<file path="src/rtl/apb_master_bridge.sv">
// apb_master_bridge: single-outstanding command/response to APB requester bridge with pready timeout
module apb_master_bridge #(
  parameter int C_AXI_ADDR_WIDTH = 32,
  parameter int C_AXI_DATA_WIDTH = 32,
  parameter int C_TIMEOUT = 16
) (
  input  logic                        APB_ACLK,
  input  logic                        APB_ARESET,
  input  logic                        cmd_valid,
  output logic                        cmd_ready,
  input  logic                        cmd_write,
  input  logic [C_AXI_ADDR_WIDTH-1:0] cmd_addr,
  input  logic [C_AXI_DATA_WIDTH-1:0] cmd_wdata,
  output logic                        rsp_valid,
  input  logic                        rsp_ready,
  output logic [C_AXI_DATA_WIDTH-1:0] rsp_rdata,
  output logic                        rsp_err,
  output logic                        rsp_timeout,
  output logic [C_AXI_ADDR_WIDTH-1:0] paddr,
  output logic                        pwrite,
  output logic                        psel,
  output logic                        penable,
  output logic [C_AXI_DATA_WIDTH-1:0] pwdata,
  input  logic [C_AXI_DATA_WIDTH-1:0] prdata,
  input  logic                        pready,
  input  logic                        pslveer
);
  typedef enum logic [1:0] {IDLE, SETUP, ACCESS, RESP} state_t;
  state_t state, state_nx;
  logic [7:0] cnt;
  logic accept, done, expire;
  assign accept = state == IDLE && cmd_valid;
  assign done = state == ACCESS && pready;
  assign expire = state == ACCESS && !pready && cnt + 8'd1 == 8'(C_TIMEOUT);
  assign cmd_ready = state == IDLE && !APB_ARESET;
  assign rsp_valid = state == RESP;
  // next-state selection; pready beats the timeout when both land in the same cycle
  always_comb begin
    state_nx = state;
    case (state)
      IDLE:    state_nx = cmd_valid ? SETUP : IDLE;
      SETUP:   state_nx = ACCESS;
      ACCESS:  state_nx = (done || expire) ? RESP : ACCESS;
      default: state_nx = rsp_ready ? IDLE : RESP;
    endcase
  end
  // state register
  always_ff @(posedge APB_ACLK) begin
    if (APB_ARESET) state <= IDLE;
    else state <= state_nx;
  end
  // APB outputs and response fields, all registered so no APB input reaches an APB output combinationally
  always_ff @(posedge APB_ACLK) begin
    if (APB_ARESET) begin
      psel <= 1'b0;
      penable <= 1'b0;
      paddr <= '0;
      pwrite <= 1'b0;
      pwdata <= '0;
      cnt <= '0;
      rsp_rdata <= '0;
      rsp_err <= 1'b0;
      rsp_timeout <= 1'b0;
    end else begin
      psel <= state_nx == SETUP || state_nx == ACCESS;
      penable <= state_nx == ACCESS;
      if (accept) begin
        paddr <= cmd_addr;
        pwrite <= cmd_write;
        pwdata <= cmd_write ? cmd_wdata : '0;
      end
      cnt <= accept ? 8'd0 : (state == ACCESS && !pready) ? cnt + 8'd1 : cnt;
      if (done) begin
        rsp_rdata <= pwrite ? '0 : prdata;
        rsp_err <= pslveer;
        rsp_timeout <= 1'b0;
      end else if (expire) begin
        rsp_rdata <= '0;
        rsp_err <= 1'b1;
        rsp_timeout <= 1'b1;
      end
    end
  end
endmodule

</file>
<file path="config.mk">
export PLATFORM = sky130hd
export DESIGN_NAME = apb_master_bridge
export DESIGN_NICKNAME = d
export VERILOG_FILES = /design/src/rtl/apb_master_bridge.sv
export SDC_FILE = /design/constraint.sdc
export NUM_CORES = 1
export LEC_CHECK = 0
export BUFFER_PORTS_ARGS = -buffer_cell sky130_fd_sc_hd__buf_2
export CORE_UTILIZATION = 46
export CTS_BUF_LIST = sky130_fd_sc_hd__clkbuf_4
export DETAILED_ROUTE_END_ITERATION = 10
export GPL_ROUTABILITY_DRIVEN = 0
export GPL_TIMING_DRIVEN = 1
export PLACE_DENSITY_LB_ADDON = 0.2
export SKIP_CTS_REPAIR_TIMING = 1
export SLEW_MARGIN = 30
export SYNTH_ARGS = -nofsm -noshare
export SYNTH_HDL_FRONTEND = slang
export SYNTH_SLANG_ARGS = --single-unit
</file>
<file path="constraint.sdc">
create_clock -name APB_ACLK -period 2.55 [get_ports APB_ACLK]
set_input_delay 0.3825 -clock APB_ACLK [delete_from_list [all_inputs] [get_ports APB_ACLK]]
set_output_delay 0.3825 -clock APB_ACLK [all_outputs]
set_load 0.02 [all_outputs]
</file>
# [Word-level counts from Yosys, hierarchy flattened]
# Index checks and enable logic that the tools add are counted.
[op_classes] n_addsub=1 div=0 n_mux=10 bitwise=0 mul=0 order_cmp=0 reduce_logical=13 eq_ne=6 shift=0
[ops] operator="two-way mux 32 bit" count=4
[ops] operator="adder 8 x 1 -> 8 bit (second input constant)" count=1
[ops] operator="equality test 8 x 5 -> 1 bit (second input constant)" count=1
[ops] operator="equality test 2 bit (second input constant)" count=3
[ops] operator="one-hot mux 2 bit (3 select lines)" count=1
[ops] operator="logical AND 1 bit" count=5
[ops] operator="equality test 2 x 1 -> 1 bit (second input constant)" count=2
[ops] operator="two-way mux 1 bit" count=4
[ops] operator="OR reduction 2 bit" count=2
[ops] operator="zero test 1 bit" count=2
[ops] operator="zero test 2 bit" count=1
[ops] operator="logical OR 1 bit" count=2
[ops] operator="two-way mux 2 bit" count=1
[ops] operator="nonzero test 2 bit" count=1
[totals] ramBits=0 latch_bits=0 elab_cells=40 out_inout_bits=103 mem_count=0 register_bits=111 in_bits=103 rom_bits=0

# [Logic depth before layout (Yosys ltp)]
[logic_depth] ltp_word=8 mapped_depth=9 ltp_nobuf=8

# [Worst setup path before layout]
# Ideal clock, no wire load.
[synth_path] path_kind="reg-to-reg" startpoint="register state[0]" endpoint="register psel" required_time_ns=2.424 stages_incl_launch_ff=10 slack_ns=0.570 synth_period_minus_slack_ns=1.980 t_arrival_ns=1.854 path_cell_list="dfxtp_1 -> inv_1 -> ha_1 -> nor2b_1 -> clkbuf_1 -> nand3b_1 -> a211oi_4 -> o31ai_1 -> ha_1 -> nor2_1"
[synth_via] elab_chain_len=8 word_cells_on_any_way=12 classes_between="eq/ne (4); mux (2); reduce/logical (6)"
[synth_lines] element="start, declared" line="29" text="state_t state, state_nx;"
[synth_lines] element="start signal, assigned" line="50" text="else state <= state_nx;"
[synth_lines] element="equality test 2 bit" line="33, 34, 40"
[synth_lines] element="logical AND 1 bit (2 in a row)" line="34" text="assign expire = state == ACCESS && !pready && cnt + 8'd1 == 8'(C_TIMEOUT);"
[synth_lines] element="logical OR 1 bit" line="43" text="ACCESS: state_nx = (done || expire) ? RESP : ACCESS;"
[synth_lines] element="two-way mux 1 bit" line="43"
[synth_lines] element="one-hot mux 2 bit (3 select lines) *" line="40" text="case (state)"
[synth_lines] element="equality test 2 x 1 -> 1 bit / equality test 2 bit (equally long branches)" line="65" text="psel <= state_nx == SETUP || state_nx == ACCESS;"
[synth_lines] element="logical OR 1 bit *" line="65"
[synth_lines] element="end signal, assigned" line="55" text="psel <= 1'b0;"
[synth_lines] element="end signal, assigned" line="65"
[synth_lines] element="end, declared" line="21" text="output logic psel,"
# Every way passes the cells marked *; elsewhere a longest branch is shown, timed or not.
# A chain may end at the register's enable or synchronous reset.

# [Worst setup path in the final report]
[layout_path] startpoint="register cnt[1]" endpoint="register rsp_rdata[5]"
[layout_via] elab_chain_len=4
[layout_lines] element="start, declared" line="30" text="logic [7:0] cnt;"
[layout_lines] element="start signal, assigned" line="72" text="cnt <= accept ? 8'd0 : (state == ACCESS && !pready) ? cnt + 8'd1 : cnt;"
[layout_lines] element="adder 8 x 1 -> 8 bit" line="34"
[layout_lines] element="equality test 8 x 5 -> 1 bit" line="34"
[layout_lines] element="logical AND 1 bit" line="34"
[layout_lines] element="nonzero test 2 bit (no source line)"
[layout_lines] element="end signal, assigned" line="74" text="rsp_rdata <= pwrite ? '0 : prdata;"
[layout_lines] element="end, declared" line="16" text="output logic [C_AXI_DATA_WIDTH-1:0] rsp_rdata,"
# No other way between the ends.

==> run summary <==
CP required: 2880 ps
Syn_area_per_cell: 9.03 um2
Primary FF master, synth: dfxtp_1
Commonest non-fill, non-tap cells in the layout: buf_2, nand2_1, dfxtp_1, o21ai_0, a21oi_1
Fmax: 523 MHz
Worst EP arrival: 2240 ps
WL final: 9830 um
CP Capture Type: register
Post-synthesis simple-gate area fraction: 17.9%
Compound-Gate Fraction of Synth Area: 17.5%
Leakage: 2.49 nW
Core Footprint: 8220 um2
Layout Utilization: 62.6%
Drt drc: 0
Yosys top cell by area: dfxtp_1
Width of the die: 94.2 um
TNS Setup: 0 ps
Largest net degree at the start of global routing: 42
WL/cell: 13.3 um
Gate Count Post-Synth: 433
Max Used Layer: met4
Relative slew slack: 60.7%
Fin Hold WS: 101 ps
Post-synthesis xor/xnor area fraction: 1.57%
Status: completed
DIE HEIGHT: 94.2 um
Final-report hold violation count: 0
Length of routed met2 wiring: 4860 um
ANT cells: 0
Maximum clock path buffer count: 2
Syn nets: 542
Antenna violations before repair: 0
Crit Path Class: register to register
Vias in the first global route: 3262
RSZ-0062 raised after global routing: no
Adder-Cell Fraction of Synth Area: 1.92%
CTS tree: done
Vias: 3623
CTS Sinks: 111
Post-place setup slack: 628 ps
H-Tree Depth: 3
Overall power: 3.47 mW
Slew Limit Fails: 0
Max-cap check violation count: 0
Fraction of registers with async set or reset after synthesis: 0%
Synth warn: 0
Grt total ovfl: 0
CTS Root Cell: clkbuf_4
Multiplexer share of the synthesized area: 0.512%
Final cycle utilization of the critical path: 74.9%
Commonest non-fill, non-tap cell in the layout: buf_2
Die area: 8880 um2
Wire length on met1: 4120 um
#FFs+latches synth: 111
Final setup viols: 0
Final worst slack: 639 ps
Layout area overhead: 31.6%
Area of the multi-input gates: 1550 um2
Initial core utilization: 47.6%
Routed wl met3: 702 um
DR iter-0 viols: 148
PwrDens: 675 nW/um2
CP max FO: 35
Worst hold path type: input pin to register
Hpwl dp: 7090 um
Number of flops mapped to enable cells by yosys: 0
Final-layout fill cell count: 757
Worst Max-Slew Pin Slew: 590 ps
Synth top area share: 56.8%
Netlist Area Pre-Place: 3910 um2
IO Port Bufs: 205
Pre-antenna DRT Iters: 4
Register clock-pin slew on the reported worst setup and hold paths: 190 ps
Antenna Nets Post-Route: 0
Storage cell area: 2220 um2
First-pass GRT wire length: 15300 um
Share of layout cells above drive strength 1: 38.0%
Main combinational cell family by area after synthesis: simple AND/OR/NAND/NOR gates
Vias/cell: 4.90
Top post-synthesis cells by area: dfxtp_1, nand2_1, a22o_1
Rows: 33
Post-synthesis cell type count: 34
Critical Path Start Type: register
Worst vdd ir: 282 uV
Tmin final: 1910 ps
Nets: 738
Worst skew pair latency: 450 ps
Total CTS buffers: 9
GR Util All Layers: 21.9%
I/O pin cnt: 206
Post-synthesis sequential area ratio: 56.8%
Skew final: 27.4 ps
-- final timing paths --
path	from	endpoint	slack, ps	cells past startpoint
worst min-delay path	prdata[27]	rsp_rdata[27]	100	3
worst max-delay path	cnt[1]	rsp_rdata[5]	640	6
worst max register to register	cnt[1]	rsp_rdata[5]	640	6
worst min register to register	rsp_rdata[3]	rsp_rdata[3]	460	2
-- cell families after synthesis --
kind of cell    count (synthesis)
simple gates                  168
flops                         111
mux                             2
compound gates                106
fa+ha+maj                       6
buf+inv                        33
xor+xnor                        7
-- per-layer routing --
metal	vias to the layer above	GRT usage, %
met1	1645	25.9
met2	128	38.0
met4	0	6.41
li1	1835	-
met3	15	6.47
met5	-	0
-- stage by stage --
step	area (um2)	std cells
after floorplan	3910	433
after global routing	5150	739
after CTS	5150	739
after global placement	5010	723
after detailed placement	5020	723
final	5150	739
-- final cells by class --
| type | instances | share of cell area (%) |
|---|---|---|
| clock buffer | 9 | 1.31 |
| multi-input combinational | 289 | 30.2 |
| timing repair buffer | 214 | 21.2 |
| inverter | 4 | 0.292 |
| tap | 105 | 2.55 |
| clock inverter | 7 | 1.22 |
| sequential | 111 | 43.2 |
-- registers in the layout (all words and copies together), names as in the netlist --
signal	flops
penable	1
pwdata	32
psel	1
rsp_rdata	32
rsp_timeout	1
pwrite	1
state	2
rsp_err	1
cnt	8
paddr	32
-- critical path, stage by stage (launching register included) --
cell and delay (ps):
dfxtp_1 380, and2_4 170, and4_4 190, or3_4 330, a211oi_4 230, buf_4 340
o21ai_0 150
-- synthesized netlist by cell type, drive strengths merged (2+ instances only) --
master and instances:
nand2 134, dfxtp 111, o21ai 34, a21oi 33
a22o 32, clkbuf 26, nor2 13, ha 6
inv 4, nor2b 4, xor2 4, and4 3
buf 3, xnor2 3, and2 2, and3 2
mux2i 2, nand2b 2, nand3 2, nor3 2
o31a 2
-- power by group --
part           internal (mW)  switching (mW)  total, mW
Clock                  0.222           0.604      0.827
Combinational          0.265           0.451      0.716
Sequential              1.87          0.0637       1.93
No activity file was read; power rests on OpenSTA's default activity.
